[src/rtl/kore_pkg.sv]
// kore_pkg: shared encodings for the kore execution stage.
// The optional multiply unit is enabled with the KORE_FUNC_MUL_EN macro.
package kore_pkg;

   // func8 operation codes
   localparam logic [7:0] FN_ADD = 8'h00;
   localparam logic [7:0] FN_SUB = 8'h01;
   localparam logic [7:0] FN_AND = 8'h02;
   localparam logic [7:0] FN_OR  = 8'h03;
   localparam logic [7:0] FN_XOR = 8'h04;
   localparam logic [7:0] FN_SLL = 8'h05;
   localparam logic [7:0] FN_SRL = 8'h06;
   localparam logic [7:0] FN_MUL = 8'h07;

   localparam logic [6:0] OPC_ALU = 7'b0110011;

   typedef enum logic [2:0] {
      IDLE,
      EXEC,
      MUL,
      WB,
      HOLD
   } func_state_t;

   // An op is legal only with the ALU opcode and a known func8 code.
   function automatic logic is_legal(input logic [6:0] opc, input logic [7:0] fn,
                                     input logic mul_en);
      return (opc == OPC_ALU) && ((fn <= FN_SRL) || (mul_en && (fn == FN_MUL)));
   endfunction

endpackage

[src/rtl/kore_regfile.sv]
// kore_regfile: 32 x DATA_W register file, x0 hardwired to zero.
// Two combinational operand reads, one combinational debug read, one synchronous write.
module kore_regfile #(
   parameter int unsigned DATA_W = 32
) (
   input  logic              clk,
   input  logic              rst_n,
   input  logic              we_i,
   input  logic [4:0]        waddr_i,
   input  logic [DATA_W-1:0] wdata_i,
   input  logic [4:0]        raddr_a_i,
   output logic [DATA_W-1:0] rdata_a_o,
   input  logic [4:0]        raddr_b_i,
   output logic [DATA_W-1:0] rdata_b_o,
   input  logic [4:0]        raddr_dbg_i,
   output logic [DATA_W-1:0] rdata_dbg_o
);

   logic [DATA_W-1:0] mem_q [32];

   // Storage: cleared on reset, writes to x0 dropped.
   always_ff @(posedge clk or negedge rst_n) begin
      if (!rst_n) begin
         for (int i = 0; i < 32; i++) begin
            mem_q[i] <= '0;
         end
      end else if (we_i && (waddr_i != 5'd0)) begin
         mem_q[waddr_i] <= wdata_i;
      end
   end

   // Read ports: x0 always returns zero.
   always_comb begin
      rdata_a_o   = (raddr_a_i == 5'd0) ? '0 : mem_q[raddr_a_i];
      rdata_b_o   = (raddr_b_i == 5'd0) ? '0 : mem_q[raddr_b_i];
      rdata_dbg_o = (raddr_dbg_i == 5'd0) ? '0 : mem_q[raddr_dbg_i];
   end

endmodule

[src/rtl/kore_funcfsm.sv]
// kore_funcfsm: execution stage behind the operation FSM. Starts on a rising opflag,
// executes one ALU op (or an iterative multiply), writes back and pulses eop.
// Macro KORE_FUNC_MUL_EN adds the shift-add multiplier; without it func8 0x07 is illegal.
module kore_funcfsm
   import kore_pkg::*;
#(
   parameter int unsigned DATA_W = 32
) (
   input  logic              clk,
   input  logic              rst_n,
   input  logic              opflag,
   input  logic [6:0]        opcode,
   input  logic [7:0]        pc_sel,
   input  logic [4:0]        pcdata_rs0,
   input  logic [4:0]        pcdata_rs1,
   input  logic [4:0]        pcdata_rd,
   input  logic [4:0]        dbg_addr,
   output logic              eop,
   output logic              err,
   output logic              busy,
   output logic [DATA_W-1:0] result,
   output logic [DATA_W-1:0] dbg_data
);

   localparam int unsigned SH_W = $clog2(DATA_W);
`ifdef KORE_FUNC_MUL_EN
   localparam logic MUL_EN = 1'b1;
   localparam logic [SH_W-1:0] CNT_LAST = SH_W'(DATA_W - 1);
`else
   localparam logic MUL_EN = 1'b0;
`endif

   func_state_t       state_q, state_d;
   logic              opflag_q;
   logic [7:0]        func_q, func_d;
   logic              legal_q, legal_d;
   logic [4:0]        rd_q, rd_d;
   logic [DATA_W-1:0] a_q, a_d;
   logic [DATA_W-1:0] b_q, b_d;
   logic [DATA_W-1:0] result_q, result_d;
`ifdef KORE_FUNC_MUL_EN
   logic [DATA_W-1:0] acc_q, acc_d, acc_sum;
   logic [SH_W-1:0]   cnt_q, cnt_d;
`endif

   logic              start;
   logic [DATA_W-1:0] rf_a, rf_b;
   logic [DATA_W-1:0] alu_res;
   logic [DATA_W-1:0] wb_data;
   logic              wb_en;

   assign start   = opflag & ~opflag_q;
   assign wb_data = result_q;
   assign wb_en   = (state_q == WB) && legal_q && (rd_q != 5'd0);

   kore_regfile #(
      .DATA_W (DATA_W)
   ) u_rf (
      .clk         (clk),
      .rst_n       (rst_n),
      .we_i        (wb_en),
      .waddr_i     (rd_q),
      .wdata_i     (wb_data),
      .raddr_a_i   (pcdata_rs0),
      .rdata_a_o   (rf_a),
      .raddr_b_i   (pcdata_rs1),
      .rdata_b_o   (rf_b),
      .raddr_dbg_i (dbg_addr),
      .rdata_dbg_o (dbg_data)
   );

   // Single-cycle ALU on the latched operands; illegal ops yield zero.
   always_comb begin
      alu_res = '0;
      if (legal_q) begin
         unique case (func_q)
            FN_ADD:  alu_res = a_q + b_q;
            FN_SUB:  alu_res = a_q - b_q;
            FN_AND:  alu_res = a_q & b_q;
            FN_OR:   alu_res = a_q | b_q;
            FN_XOR:  alu_res = a_q ^ b_q;
            FN_SLL:  alu_res = a_q << b_q[SH_W-1:0];
            FN_SRL:  alu_res = a_q >> b_q[SH_W-1:0];
            default: alu_res = '0;
         endcase
      end
   end

   // Next-state and datapath updates.
   always_comb begin
      state_d  = state_q;
      func_d   = func_q;
      legal_d  = legal_q;
      rd_d     = rd_q;
      a_d      = a_q;
      b_d      = b_q;
      result_d = result_q;
`ifdef KORE_FUNC_MUL_EN
      acc_d    = acc_q;
      cnt_d    = cnt_q;
      acc_sum  = acc_q + (b_q[0] ? a_q : '0);
`endif
      unique case (state_q)
         IDLE: begin
            if (start) begin
               func_d  = pc_sel;
               legal_d = is_legal(opcode, pc_sel, MUL_EN);
               rd_d    = pcdata_rd;
               a_d     = rf_a;
               b_d     = rf_b;
               state_d = EXEC;
            end
         end
         EXEC: begin
`ifdef KORE_FUNC_MUL_EN
            if (legal_q && (func_q == FN_MUL)) begin
               acc_d   = '0;
               cnt_d   = '0;
               state_d = MUL;
            end else begin
               result_d = alu_res;
               state_d  = WB;
            end
`else
            result_d = alu_res;
            state_d  = WB;
`endif
         end
`ifdef KORE_FUNC_MUL_EN
         // One multiplier bit per cycle: A shifts left, B shifts right.
         MUL: begin
            acc_d = acc_sum;
            a_d   = a_q << 1;
            b_d   = b_q >> 1;
            cnt_d = cnt_q + 1'b1;
            if (cnt_q == CNT_LAST) begin
               result_d = acc_sum;
               state_d  = WB;
            end
         end
`endif
         WB: begin
            state_d = HOLD;
         end
         HOLD: begin
            if (!opflag) begin
               state_d = IDLE;
            end
         end
         default: begin
            state_d = IDLE;
         end
      endcase
   end

   // State and datapath registers.
   always_ff @(posedge clk or negedge rst_n) begin
      if (!rst_n) begin
         state_q  <= IDLE;
         opflag_q <= 1'b0;
         func_q   <= '0;
         legal_q  <= 1'b0;
         rd_q     <= '0;
         a_q      <= '0;
         b_q      <= '0;
         result_q <= '0;
`ifdef KORE_FUNC_MUL_EN
         acc_q    <= '0;
         cnt_q    <= '0;
`endif
      end else begin
         state_q  <= state_d;
         opflag_q <= opflag;
         func_q   <= func_d;
         legal_q  <= legal_d;
         rd_q     <= rd_d;
         a_q      <= a_d;
         b_q      <= b_d;
         result_q <= result_d;
`ifdef KORE_FUNC_MUL_EN
         acc_q    <= acc_d;
         cnt_q    <= cnt_d;
`endif
      end
   end

   // Outputs decoded from state; eop lasts exactly the WB cycle.
   always_comb begin
      eop    = (state_q == WB);
      err    = (state_q == WB) && !legal_q;
      busy   = (state_q != IDLE);
      result = result_q;
   end

endmodule

[config.mk]
export PLATFORM = sky130hd
export DESIGN_NAME = kore_funcfsm
export DESIGN_NICKNAME = d
export VERILOG_FILES = /design/src/rtl/kore_pkg.sv /design/src/rtl/kore_regfile.sv /design/src/rtl/kore_funcfsm.sv
export SDC_FILE = /design/constraint.sdc
export NUM_CORES = 2
export LEC_CHECK = 0
export BUFFER_PORTS_ARGS = -buffer_cell sky130_fd_sc_hd__buf_4
export CORE_ASPECT_RATIO = 0.6
export CORE_MARGIN = 4
export CORE_UTILIZATION = 35
export CTS_BUF_LIST = sky130_fd_sc_hd__clkbuf_4 sky130_fd_sc_hd__clkbuf_8
export CTS_CLUSTER_DIAMETER = 60
export CTS_CLUSTER_SIZE = 30
export DETAILED_ROUTE_END_ITERATION = 12
export GPL_ROUTABILITY_DRIVEN = 0
export SLEW_MARGIN = 20
export SYNTH_ARGS = -nofsm -noshare
export SYNTH_HDL_FRONTEND = slang
export SYNTH_SLANG_ARGS = --single-unit
[constraint.sdc]
create_clock -name clk -period 5 [get_ports clk]
set_input_delay 1 -clock clk [delete_from_list [all_inputs] [get_ports clk]]
set_output_delay 1 -clock clk [all_outputs]
set_load 0.02 [all_outputs]
==> summary.md <==
| Metric | Value |
|---|---|
| Minimum clock period | `around 4.7 ns` |
| Mapped cell area | `0.0743 mm^2` |
| Max-Cap Viols | `0` |
| Int Pwr | `0.0144 W` |
| Worst r2r dst | `result[28]$_DFFE_PN0P_` |
| RSZ-0062 raised after global routing | `no` |
| H-Tree Level Count | `2` |
| Quantity of hold-fixing buffers added after cts | `0` |
| Fin nets | `slightly below 6000` |
| Period utilization | `93.2%` |
| Inst Count DP | `8491` |
| Setup ws final | `roughly 0.34 ns` |
| DR WL/cell | `33.2 um` |
| Count of final max-slew check failures | `0` |
| Top Usage Layer GRT | `met2` |
| Clock sinks | `1138` |
| Post-synth EDFFs | `0` |
| FF-to-FF path depth | `15` |
| Syn nets | `6066` |
| Initial antenna violation count | `14` |
| Worst Path Arrival | `between 3 and 4 ns` |
| Clock Pin Slew Worst Setup and Hold Paths | `0.19 ns` |
| Die height | `between 300 and 400 um` |
| Syn Inst Count | `5930` |
| Root buffer cell | `clkbuf_8` |
| Die Width | `603 um` |
| Post_cts resized | `0` |
| Worst-Margin Slew | `approximately 1.2 ns` |
| Mapped Avg Cell Area | `12.5 um^2` |
| Number of fill cells in the layout | `20000` |
| Clk pwr share | `20.2%` |
| Final WL | `between 200 and 300 mm` |
| Switching power | `around 0.011 W` |
| Yosys warns | `0` |
| Critical Path RT | `4.00 ns` |
| Final setup viols | `0` |
| Comb pwr share | `38.9%` |
| CTS buffer count | `58` |
| Via density | `6.62` |
| DR iter-0 viols | `8366` |
| Global-route usage over all layers | `25.3%` |
| Layout cells sized above 1 | `39.6%` |
| Core Region | `0.210 mm^2` |
| Pre-Repair DR Iteration Count | `11` |
| Buffers on Ports | `104` |
| Hold WC Path Type | `primary input to asynchronous set/reset pin` |
| Worst skew pair latency | `0.96 ns` |
| Post-synthesis sequential area ratio | `38.3%` |
| Post-route ant nets | `0` |
| Crit path kind | `primary input to primary output` |
| Max Clk Rate | `215 MHz` |
| Slew margin rel. | `21.1%` |
| Post-synth cell types | `between 80 and 90` |
| R2R Setup Slk | `~0.49 ns` |
| Async set or reset register ratio after synthesis | `100%` |
| Startpoint types | `primary input` |
| Fin. Hold Viols | `0` |
| # IOs | `105` |
| Prevailing post-synth register cell | `dfrtp_1` |
| Clk buf depth | `3` |
| FF+latch count, synth | `1138` |
| Post-route cell area | `0.0804 mm^2` |
| Initial Util | `35.3%` |
| Vias in the first global route | `55200` |
| Largest net degree at the start of global routing | `roughly 120` |
| P&R area growth vs syn | `8.22%` |
| Crit path from | `dbg_addr[0]` |
| Area post-placement | `between 0.07 and 0.08 mm^2` |
| Grt ovf | `0` |
| CP Capture Type | `primary output` |
| Clk_skew | `0.100 ns` |
| GR Layer Usage met3 | `~8.6%` |
| Met1 usage | `35.5%` |
| PD cells | `316 mW/mm^2` |
| Met2 GRT Util | `36.0%` |
| Non-Filler Instances | `8600` |
| Net Sw Frac | `43.2%` |
| Hold_ws | `0.0554 ns` |
| Lkg Pwr | `35.2 nW` |
| FP Rows | `130` |
| Setup TNS | `0 ns` |
| Detail Placement HPWL | `180 mm` |
| # DRC | `0` |
| Outcome | `finished, final reports clean` |
| First-pass GRT wire length | `411 mm` |
| CTS tree | `yes` |
| Die footprint | `0.220 mm^2` |
| Post-CTS Setup Inserts | `0` |
| Via count | `56900` |
| Critical-path maximum fanout | `23` |
| Share of power burned in registers | `40.9%` |
| Start of the worst register-to-register path | `func_q[3]$_DFFE_PN0P_` |
| Peak VDD IR | `396 uV` |
| Post-Place Setup Slack | `approximately 0.25 ns` |
[power by group through the flow]
stage / combinational [W] / sequential, W / clock, W
after floorplan: 0.00651 / 0.0100 / 0
after detailed placement: 0.00935 / 0.0105 / 0
after CTS: 0.00940 / 0.0103 / 0.00523
final: 0.00988 / 0.0104 / 0.00513
after global routing: 0.0104 / 0.0104 / 0.00554
after global placement: 0.00931 / 0.0105 / 0
[critical path, cell delays in order]
cell	delay [ns]
buf_8	0.22
buf_4	0.49
mux4_2	0.58
mux4_2	0.48
mux2i_1	0.43
buf_4	0.19
nor2_1	0.04
buf_4	0.16
[worst max path at each step]
| stage | cells after the start | endpoint |
|---|---|---|
| final | 8 | dbg_data[21] |
| after detailed placement | 8 | dbg_data[8] |
| after global placement | 8 | dbg_data[21] |
| after CTS | 8 | dbg_data[21] |
| after floorplan | 20 | result[29]$_DFFE_PN0P_ |
| after global routing | 15 | result[28]$_DFFE_PN0P_ |
[metal layers]
metal  vias to the layer above  part of all wire, %
met4                        18                  4.2
li1                      22600                    -
met1                     29800                   42
met2                      3801                   41
met5                         -                 0.13
met3                       695                   13
[synthesized netlist by cell type, types with 6 or more instances]
| library cell | number | area share [%] |
|---|---|---|
| mux4_2 | 638 | 19 |
| o211ai_1 | 12 | 0.12 |
| mux2_2 | 1108 | 17 |
| a22oi_1 | 17 | 0.17 |
| a221o_1 | 6 | 0.081 |
| a31oi_1 | 12 | 0.10 |
| dfrtp_1 | 1138 | 38 |
| a21oi_1 | 419 | 2.8 |
| a221oi_1 | 18 | 0.21 |
| ha_1 | 97 | 1.6 |
| xnor2_1 | 43 | 0.51 |
| buf_2 | 165 | 1.1 |
| a222oi_1 | 11 | 0.15 |
| o22ai_1 | 200 | 1.7 |
| a21o_1 | 9 | 0.091 |
| nor4_1 | 6 | 0.051 |
| nand3_1 | 28 | 0.19 |
| nor2_1 | 228 | 1.2 |
| mux2i_1 | 445 | 6.0 |
| o31ai_1 | 10 | 0.10 |
| o221ai_1 | 136 | 1.6 |
| inv_1 | 78 | 0.39 |
| nor2b_1 | 9 | 0.076 |
| nor3_1 | 77 | 0.52 |
| nand2b_1 | 14 | 0.12 |
| nand2_1 | 172 | 0.87 |
| o21ai_1 | 11 | 0.074 |
| and3_1 | 8 | 0.067 |
| o21ai_0 | 199 | 1.3 |
| nand4_1 | 7 | 0.059 |
| o21a_1 | 7 | 0.071 |
| buf_1 | 107 | 0.54 |
| a211oi_1 | 21 | 0.21 |
| mux2_1 | 20 | 0.30 |
| clkbuf_1 | 352 | 1.8 |
| xor2_1 | 11 | 0.13 |
[layout by cell type (no fill, tap or decap), types with 13 or more instances in the layout]
master,n
a21oi_1,419
xnor2_1,43
ha_1,97
buf_4,292
nand3_1,24
mux2_2,1108
dfrtp_1,1124
nand2_1,159
a211oi_1,21
o22ai_1,200
mux4_2,638
buf_12,49
o21ai_0,199
inv_1,78
a221oi_1,18
nor2_4,13
nor3_1,77
mux2i_1,445
mux2_1,20
nand2_4,13
nor2_1,215
clkbuf_8,59
o221ai_1,136
a22oi_1,17
[cell type report]
class                           count  area, um^2  share of cell area, %
Multi-Input combinational cell   4080       43200                   53.8
Timing Repair Buffer              353        3350                   4.16
Antenna cell                        5        12.5                 0.0156
Clock buffer                       60         820                   1.02
Inverter                           82         309                  0.385
Clock inverter                     44         632                  0.786
Tap cell                         2838        3550                   4.42
Sequential cell                  1138       28500                   35.5
[sequential cells by signal, indices dropped and copies added, names as in the netlist]
register / flops
result: 32
func_q: 8
rd_q: 5
legal_q: 1
a_q: 32
state_q: 3
b_q: 32
opflag_q: 1
u_rf.mem_q: 1024
[cell families (layout without fill, tap and decap cells)]
group,Yosys count,count (layout),share of synthesized area [%]
flops,1138,1138,38.3
mux,2212,2212,42.5
simple gates,595,595,3.71
compound gates,1120,1120,9.23
fa+ha+maj,98,98,1.66
xor+xnor,55,55,0.659
buf+inv,712,539,3.92
other cells,0,5,0
[stage by stage]
stage / util, % / power, W
CTS: 38.2 / 0.0250
detailed placement: 37.5 / 0.0198
global route: 38.2 / 0.0263
global placement: 37.5 / 0.0198
floorplan: - / 0.0165
finish: 38.2 / 0.0254
No activity file was read; power rests on OpenSTA's default activity.
